[config.mk]
export PLATFORM = sky130hd
export DESIGN_NAME = cfg_chain_loader
export DESIGN_NICKNAME = d
export VERILOG_FILES = /design/src/rtl/cfg_loader_pkg.sv /design/src/rtl/cfg_crc16_serial.sv /design/src/rtl/cfg_chain_loader.sv
export SDC_FILE = /design/constraint.sdc
export NUM_CORES = 1
export LEC_CHECK = 0
export BUFFER_PORTS_ARGS = -buffer_cell sky130_fd_sc_hd__buf_2
export CAP_MARGIN = 20
export CORE_MARGIN = 3
export CORE_UTILIZATION = 45
export DETAILED_ROUTE_END_ITERATION = 10
export GPL_TIMING_DRIVEN = 0
export PLACE_DENSITY = 0.76
export RECOVER_POWER = 100
export SKIP_CTS_REPAIR_TIMING = 1
export SLEW_MARGIN = 5
export SYNTH_ARGS = -nofsm -noshare
export SYNTH_HDL_FRONTEND = slang
export SYNTH_SLANG_ARGS = --single-unit
[constraint.sdc]
create_clock -name clk -period 4.4 [get_ports clk]
set_input_delay 0.22 -clock clk [delete_from_list [all_inputs] [get_ports clk]]
set_output_delay 0.22 -clock clk [all_outputs]
set_load 0.03 [all_outputs]
[src/rtl/cfg_loader_pkg.sv]
// Shared types and constants for the configuration chain loader.
// Optional readback/CRC checking is enabled with the CFG_CHAIN_READBACK_EN macro.
package cfg_loader_pkg;

    localparam logic [15:0] CRC_POLY = 16'h1021;
    localparam logic [15:0] CRC_INIT = 16'hFFFF;

`ifdef CFG_CHAIN_READBACK_EN
    typedef enum logic [3:0] {
        StIdle,
        StClr,
        StWaitWord,
        StShiftLo,
        StShiftHi,
        StRbLo,
        StRbHi,
        StCheck,
        StFin
    } state_e;
`else
    typedef enum logic [2:0] {
        StIdle,
        StClr,
        StWaitWord,
        StShiftLo,
        StShiftHi,
        StFin
    } state_e;
`endif

    // Host words needed to fill the chain; the last word may be partly unused.
    function automatic int unsigned words_per_load(input int unsigned chain_len,
                                                   input int unsigned word_w);
        return (chain_len + word_w - 1) / word_w;
    endfunction

endpackage

[src/rtl/cfg_crc16_serial.sv]
// Bit-serial CRC-16 (CCITT polynomial, MSB-first feedback) with synchronous clear.
module cfg_crc16_serial
    import cfg_loader_pkg::*;
(
    input  logic        clk,
    input  logic        reset,
    input  logic        clr,
    input  logic        en,
    input  logic        bit_in,
    output logic [15:0] crc
);

    logic [15:0] crc_q, crc_d;
    logic        fb;

    // Next CRC: clear wins over update.
    always_comb begin
        fb    = crc_q[15] ^ bit_in;
        crc_d = crc_q;
        if (clr) begin
            crc_d = CRC_INIT;
        end else if (en) begin
            crc_d = {crc_q[14:0], 1'b0} ^ (fb ? CRC_POLY : 16'h0000);
        end
    end

    // CRC state register.
    always_ff @(posedge clk or negedge reset) begin
        if (!reset) begin
            crc_q <= CRC_INIT;
        end else begin
            crc_q <= crc_d;
        end
    end

    assign crc = crc_q;

endmodule

[src/rtl/cfg_chain_loader.sv]
// Loads host words LSB-first into a serial PE-array config chain, generating the
// chain clock (two system cycles per bit) and the chain clear.
// Define CFG_CHAIN_READBACK_EN to recirculate the chain after loading and compare
// CRC-16 of the loaded and read-back streams; otherwise err is tied low.
module cfg_chain_loader
    import cfg_loader_pkg::*;
#(
    parameter int unsigned CHAIN_LEN  = 64,
    parameter int unsigned WORD_W     = 32,
    parameter int unsigned RST_CYCLES = 4
) (
    input  logic              clk,
    input  logic              reset,
    input  logic              start,
    input  logic [WORD_W-1:0] cfg_word,
    input  logic              cfg_valid,
    output logic              cfg_ready,
    output logic              chain_cfg_clk,
    output logic              chain_cfg_reset,
    output logic              chain_cfg_in,
    input  logic              chain_cfg_out,
    output logic              busy,
    output logic              done,
    output logic              err
);

    localparam int unsigned NumWords = words_per_load(CHAIN_LEN, WORD_W);
    localparam int unsigned CntW     = $clog2(CHAIN_LEN + 1);
    localparam int unsigned WbW      = $clog2(WORD_W + 1);
    localparam int unsigned WcW      = $clog2(NumWords + 1);
    localparam int unsigned RcW      = $clog2(RST_CYCLES + 1);

    state_e            state_q;
    logic              busy_q;
    logic              done_q;
    logic              ready_q;
    logic              cclk_q;
    logic              creset_q;
    logic [WORD_W-1:0] shift_q;     // bit 0 drives the chain head directly
    logic [CntW-1:0]   bit_cnt_q;   // bits sent (load) or recirculated (readback)
    logic [WbW-1:0]    word_bit_q;  // bits sent from the current word
    logic [WcW-1:0]    word_cnt_q;  // words accepted this load
    logic [RcW-1:0]    rst_cnt_q;

    logic [CntW-1:0]   bit_cnt_nxt;
    logic              last_bit;

    assign bit_cnt_nxt = bit_cnt_q + CntW'(1);
    assign last_bit    = (bit_cnt_nxt == CntW'(CHAIN_LEN));

`ifdef CFG_CHAIN_READBACK_EN
    logic        err_q;
    logic        load_crc_clr;
    logic        load_crc_en;
    logic        rb_crc_en;
    logic [15:0] load_crc;
    logic [15:0] rb_crc;

    // CRC controls: the load CRC sees each bit as the chain captures it, the
    // readback CRC sees each tail bit as it is fed back to the head.
    always_comb begin
        load_crc_clr = (state_q == StIdle) && start;
        load_crc_en  = (state_q == StShiftHi);
        rb_crc_en    = ((state_q == StShiftHi) && last_bit) ||
                       ((state_q == StRbHi) && !last_bit);
    end

    cfg_crc16_serial u_load_crc (
        .clk    (clk),
        .reset  (reset),
        .clr    (load_crc_clr),
        .en     (load_crc_en),
        .bit_in (shift_q[0]),
        .crc    (load_crc)
    );

    cfg_crc16_serial u_rb_crc (
        .clk    (clk),
        .reset  (reset),
        .clr    (load_crc_clr),
        .en     (rb_crc_en),
        .bit_in (chain_cfg_out),
        .crc    (rb_crc)
    );

    assign err = err_q;
`else
    logic unused_chain_cfg_out;
    assign unused_chain_cfg_out = chain_cfg_out;
    assign err = 1'b0;
`endif

    // Load sequencer; every output is a flop set on entry to the state it belongs to.
    always_ff @(posedge clk or negedge reset) begin
        if (!reset) begin
            state_q    <= StIdle;
            busy_q     <= 1'b0;
            done_q     <= 1'b0;
            ready_q    <= 1'b0;
            cclk_q     <= 1'b0;
            creset_q   <= 1'b0;
            shift_q    <= '0;
            bit_cnt_q  <= '0;
            word_bit_q <= '0;
            word_cnt_q <= '0;
            rst_cnt_q  <= '0;
`ifdef CFG_CHAIN_READBACK_EN
            err_q      <= 1'b0;
`endif
        end else begin
            done_q <= 1'b0;
            unique case (state_q)
                StIdle: begin
                    if (start) begin
                        busy_q     <= 1'b1;
                        creset_q   <= 1'b1;
                        bit_cnt_q  <= '0;
                        word_bit_q <= '0;
                        word_cnt_q <= '0;
                        rst_cnt_q  <= '0;
`ifdef CFG_CHAIN_READBACK_EN
                        err_q      <= 1'b0;
`endif
                        state_q    <= StClr;
                    end
                end
                StClr: begin
                    if (rst_cnt_q == RcW'(RST_CYCLES - 1)) begin
                        creset_q <= 1'b0;
                        ready_q  <= 1'b1;
                        state_q  <= StWaitWord;
                    end else begin
                        rst_cnt_q <= rst_cnt_q + RcW'(1);
                    end
                end
                StWaitWord: begin
                    if (cfg_valid && ready_q) begin
                        ready_q    <= 1'b0;
                        shift_q    <= cfg_word;
                        word_bit_q <= '0;
                        word_cnt_q <= word_cnt_q + WcW'(1);
                        state_q    <= StShiftLo;
                    end
                end
                StShiftLo: begin
                    cclk_q  <= 1'b1;
                    state_q <= StShiftHi;
                end
                StShiftHi: begin
                    cclk_q     <= 1'b0;
                    bit_cnt_q  <= bit_cnt_nxt;
                    word_bit_q <= word_bit_q + WbW'(1);
                    shift_q    <= shift_q >> 1;
                    if (last_bit) begin
`ifdef CFG_CHAIN_READBACK_EN
                        // Recirculate: tail is fed straight back to the head.
                        bit_cnt_q <= '0;
                        shift_q   <= WORD_W'(chain_cfg_out);
                        state_q   <= StRbLo;
`else
                        shift_q   <= '0;
                        busy_q    <= 1'b0;
                        done_q    <= 1'b1;
                        state_q   <= StFin;
`endif
                    end else if (word_bit_q == WbW'(WORD_W - 1)) begin
                        ready_q <= (word_cnt_q < WcW'(NumWords));
                        state_q <= StWaitWord;
                    end else begin
                        state_q <= StShiftLo;
                    end
                end
`ifdef CFG_CHAIN_READBACK_EN
                StRbLo: begin
                    cclk_q  <= 1'b1;
                    state_q <= StRbHi;
                end
                StRbHi: begin
                    cclk_q    <= 1'b0;
                    bit_cnt_q <= bit_cnt_nxt;
                    if (last_bit) begin
                        shift_q <= '0;
                        state_q <= StCheck;
                    end else begin
                        shift_q <= WORD_W'(chain_cfg_out);
                        state_q <= StRbLo;
                    end
                end
                StCheck: begin
                    err_q   <= (load_crc != rb_crc);
                    busy_q  <= 1'b0;
                    done_q  <= 1'b1;
                    state_q <= StFin;
                end
`endif
                StFin: begin
                    state_q <= StIdle;
                end
                default: begin
                    state_q <= StIdle;
                end
            endcase
        end
    end

    assign cfg_ready       = ready_q;
    assign chain_cfg_clk   = cclk_q;
    assign chain_cfg_reset = creset_q;
    assign chain_cfg_in    = shift_q[0];
    assign busy            = busy_q;
    assign done            = done_q;

endmodule

==> flow_summary.toml <==
[worst_hold_path]
hold_class = "in2reg"

[timing]
period_needed_ns = 2.431
fin_worst_skew_ns = 0.007121
max_freq_mhz = 411.3
report.final.slew_viol_count = 0
setup_tns_ns = 0
worst_pin_slew_ns = 1.210
hold_violations = 0
setup_viol = 0
final.period_utilization = 0.5526
slew_headroom = 0.1936
rsz0062_at_grt = "no"
worst_slack_ns = 1.969

[placed_design]
placedCellCount = 413
place_ws_ns = 2.231
port_buffers = 41
hpwl_um = 4486
gp_congestion = 0.7911

[power]
combPwrFrac = 0.332
pwr-share-clk = 0.215
power.density_nw_per_um2 = 571.9
switchingPower_mw = 0.7191
p_leak_nw = 1.573
ir_drop_mv = 0.3197
seq_power_share = 0.452
p_int_mw = 1.227
swShare = 0.3696

[critical_path]
startpoint_type = "register"
worst_ep_arrival_time_ns = 2.66
critPathMaxFanout = 10
cp-end-kind = "register"
cp_data_required_time_ns = 4.63
worstSetupPathType = "reg2reg"
regToRegSetupSlack_ns = 1.97

[synthesis]
synth.distinct_cells = 47
avgSynthCellArea_um2 = 9.891
yosys_warnings = 0
synth_nets = 338
synth_area_um2 = 2928
synth_seq_cells = 58
async_reset_ff_frac = 1.000
ys_seq_area_frac = 0.4957
post_synth_inst_count = 296
synth-edff-count = 0
ys.flop_type = "dfrtp_1"

[route]
wirelength_um = 6459
ant_nets = 0
viasPerCell = 5.621
initialDrtViolationCount = 237
num_vias = 2417
wl_per_cell_um = 15.02
firstDrtPassIters = 4
drc = 0

[floorplan]
dieArea_um2 = 7510
start_util = 0.4803
placementRows = 28
core_um2 = 6096
die_h_um = 86.66
num_io_pins = 44
fp.dieW_um = 86.66

[clock_tree]
worstSkewPairLatency_ns = 0.34
htreeDepth = 3
clockBufferDepth = 2
cts_root_buffer = "clkbuf_8"
clock_sinks = 58
cts_tree = "yes"
cts_made_buffers = 9
clk_pin_slew_ns = 0.06

[cells_and_area]
drive_gt1_frac = 0.1606
area_delta_synth_final_pct = 16.20
fin_util = 0.5581
fillers = 576
diodes = 0
stdcell_count = 430
finalNetCount = 392

[status]
outcome = "finished, final reports clean"

[global_routing]
track_usage = 0.1881
grt_overflow = 0
grt_max_degree = 39
grt_pass1_wl_um = 11050
antenna_found_initial = 0
grt_pass1_vias = 2386

[run]
drv_cap = 0
[cell usage after synthesis, drive strengths merged (2+ instances only)]
master / number / area [um2]
mux2i: 26 / 260.3
nor3: 6 / 30.03
a211oi: 2 / 15.01
dfrtp: 58 / 1451
buf: 7 / 36.28
a21oi: 8 / 40.04
and3: 7 / 43.79
ha: 5 / 62.56
a22o: 6 / 52.55
nand4: 7 / 43.79
clkbuf: 14 / 52.55
a31oi: 3 / 18.77
nor2: 17 / 63.81
nand2: 14 / 52.55
nor2b: 3 / 18.77
mux2: 2 / 22.52
nand3: 30 / 150.1
o21ai: 43 / 215.2
a221o: 5 / 50.05
xor2: 5 / 43.79
inv: 5 / 18.76
a21boi: 3 / 22.52
[flip-flops by register name, indices dropped and copies added (netlist names), 2 cells and up]
register / count
shift_q: 32
bit_cnt_q: 7
word_bit_q: 6
rst_cnt_q: 3
state_q: 3
word_cnt_q: 2
[cell type report]
| cell class | instances | area [um2] | area share |
|---|---|---|---|
| plain buffers | 21 | 87.58 | 0.02574 |
| multi-input cells | 212 | 1360 | 0.3998 |
| flip-flops and latches | 58 | 1451 | 0.4266 |
| clock buffers | 13 | 148.9 | 0.04377 |
| well taps | 75 | 93.84 | 0.02758 |
| inverters | 5 | 18.77 | 0.005517 |
| clock inverters | 3 | 15.01 | 0.004413 |
| repair buffers | 43 | 226.5 | 0.06657 |
[kinds of logic after synthesis]
family,after synthesis,share of synthesized area
simple gates,92,0.1581
compound gates,81,0.1752
flops,58,0.4957
mux,28,0.09658
buf+inv,26,0.03675
fa+ha+maj,5,0.02137
xor+xnor,5,0.01496
other cells,1,0.001281
[worst max-delay path: stages (launching register included)]
cell and delay (ns):
dfrtp_1 0.47, ha_1 0.32, nand4_1 0.18, o21a_1 0.22, o2111ai_1 0.34, clkbuf_1 0.47
nor2_1 0.14, a21o_1 0.18
[per-layer routing]
metal | global-route usage | routed length (um)
met1 | 0.2529 | 3006
met2 | 0.2879 | 3040
met3 | 0.04848 | 285
met5 | 0 | 0
met4 | 0.08074 | 127
[layout by cell type, fill, tap and decap left out, drive strengths merged, types with 8 or more instances in the layout]
cell type / count
o21ai: 43
mux2i: 26
buf: 40
a21oi: 8
nand2: 14
clkbuf: 36
dfrtp: 58
nand3: 30
nor2: 17
[path summary, 6_finish.rpt]
check	start	to	cells past startpoint
max	bit_cnt_q[0]	state_q[2]	7
min	cfg_word[4]	shift_q[4]	2
max reg2reg	bit_cnt_q[0]	state_q[2]	7
min reg2reg	shift_q[7]	shift_q[6]	2
max in group asynchronous	reset	shift_q[16]	3
min in group asynchronous	reset	chain_cfg_reset	2
[power groups by stage]
stage          combinational [mW]  clock (mW)  sequential [mW]
6_report                    0.646       0.419            0.880
4_1_cts                     0.682       0.431            0.876
3_3_place_gp                0.646           0            0.872
5_1_grt                     0.739       0.453            0.910
2_1_floorplan               0.489           0            0.878
3_5_place_dp                0.679           0            0.880
[per-stage QoR]
stage	power, mW	cell area (um2)	hold WS [ns]
after floorplan	1.368	2928	-0.07559
after global placement	1.519	3227	0.4600
after detailed placement	1.560	3247	0.2278
after CTS	1.989	3411	-0.1445
after global routing	2.102	3402	0.1178
final	1.946	3402	0.1211
No activity file was read; power rests on OpenSTA's default activity.
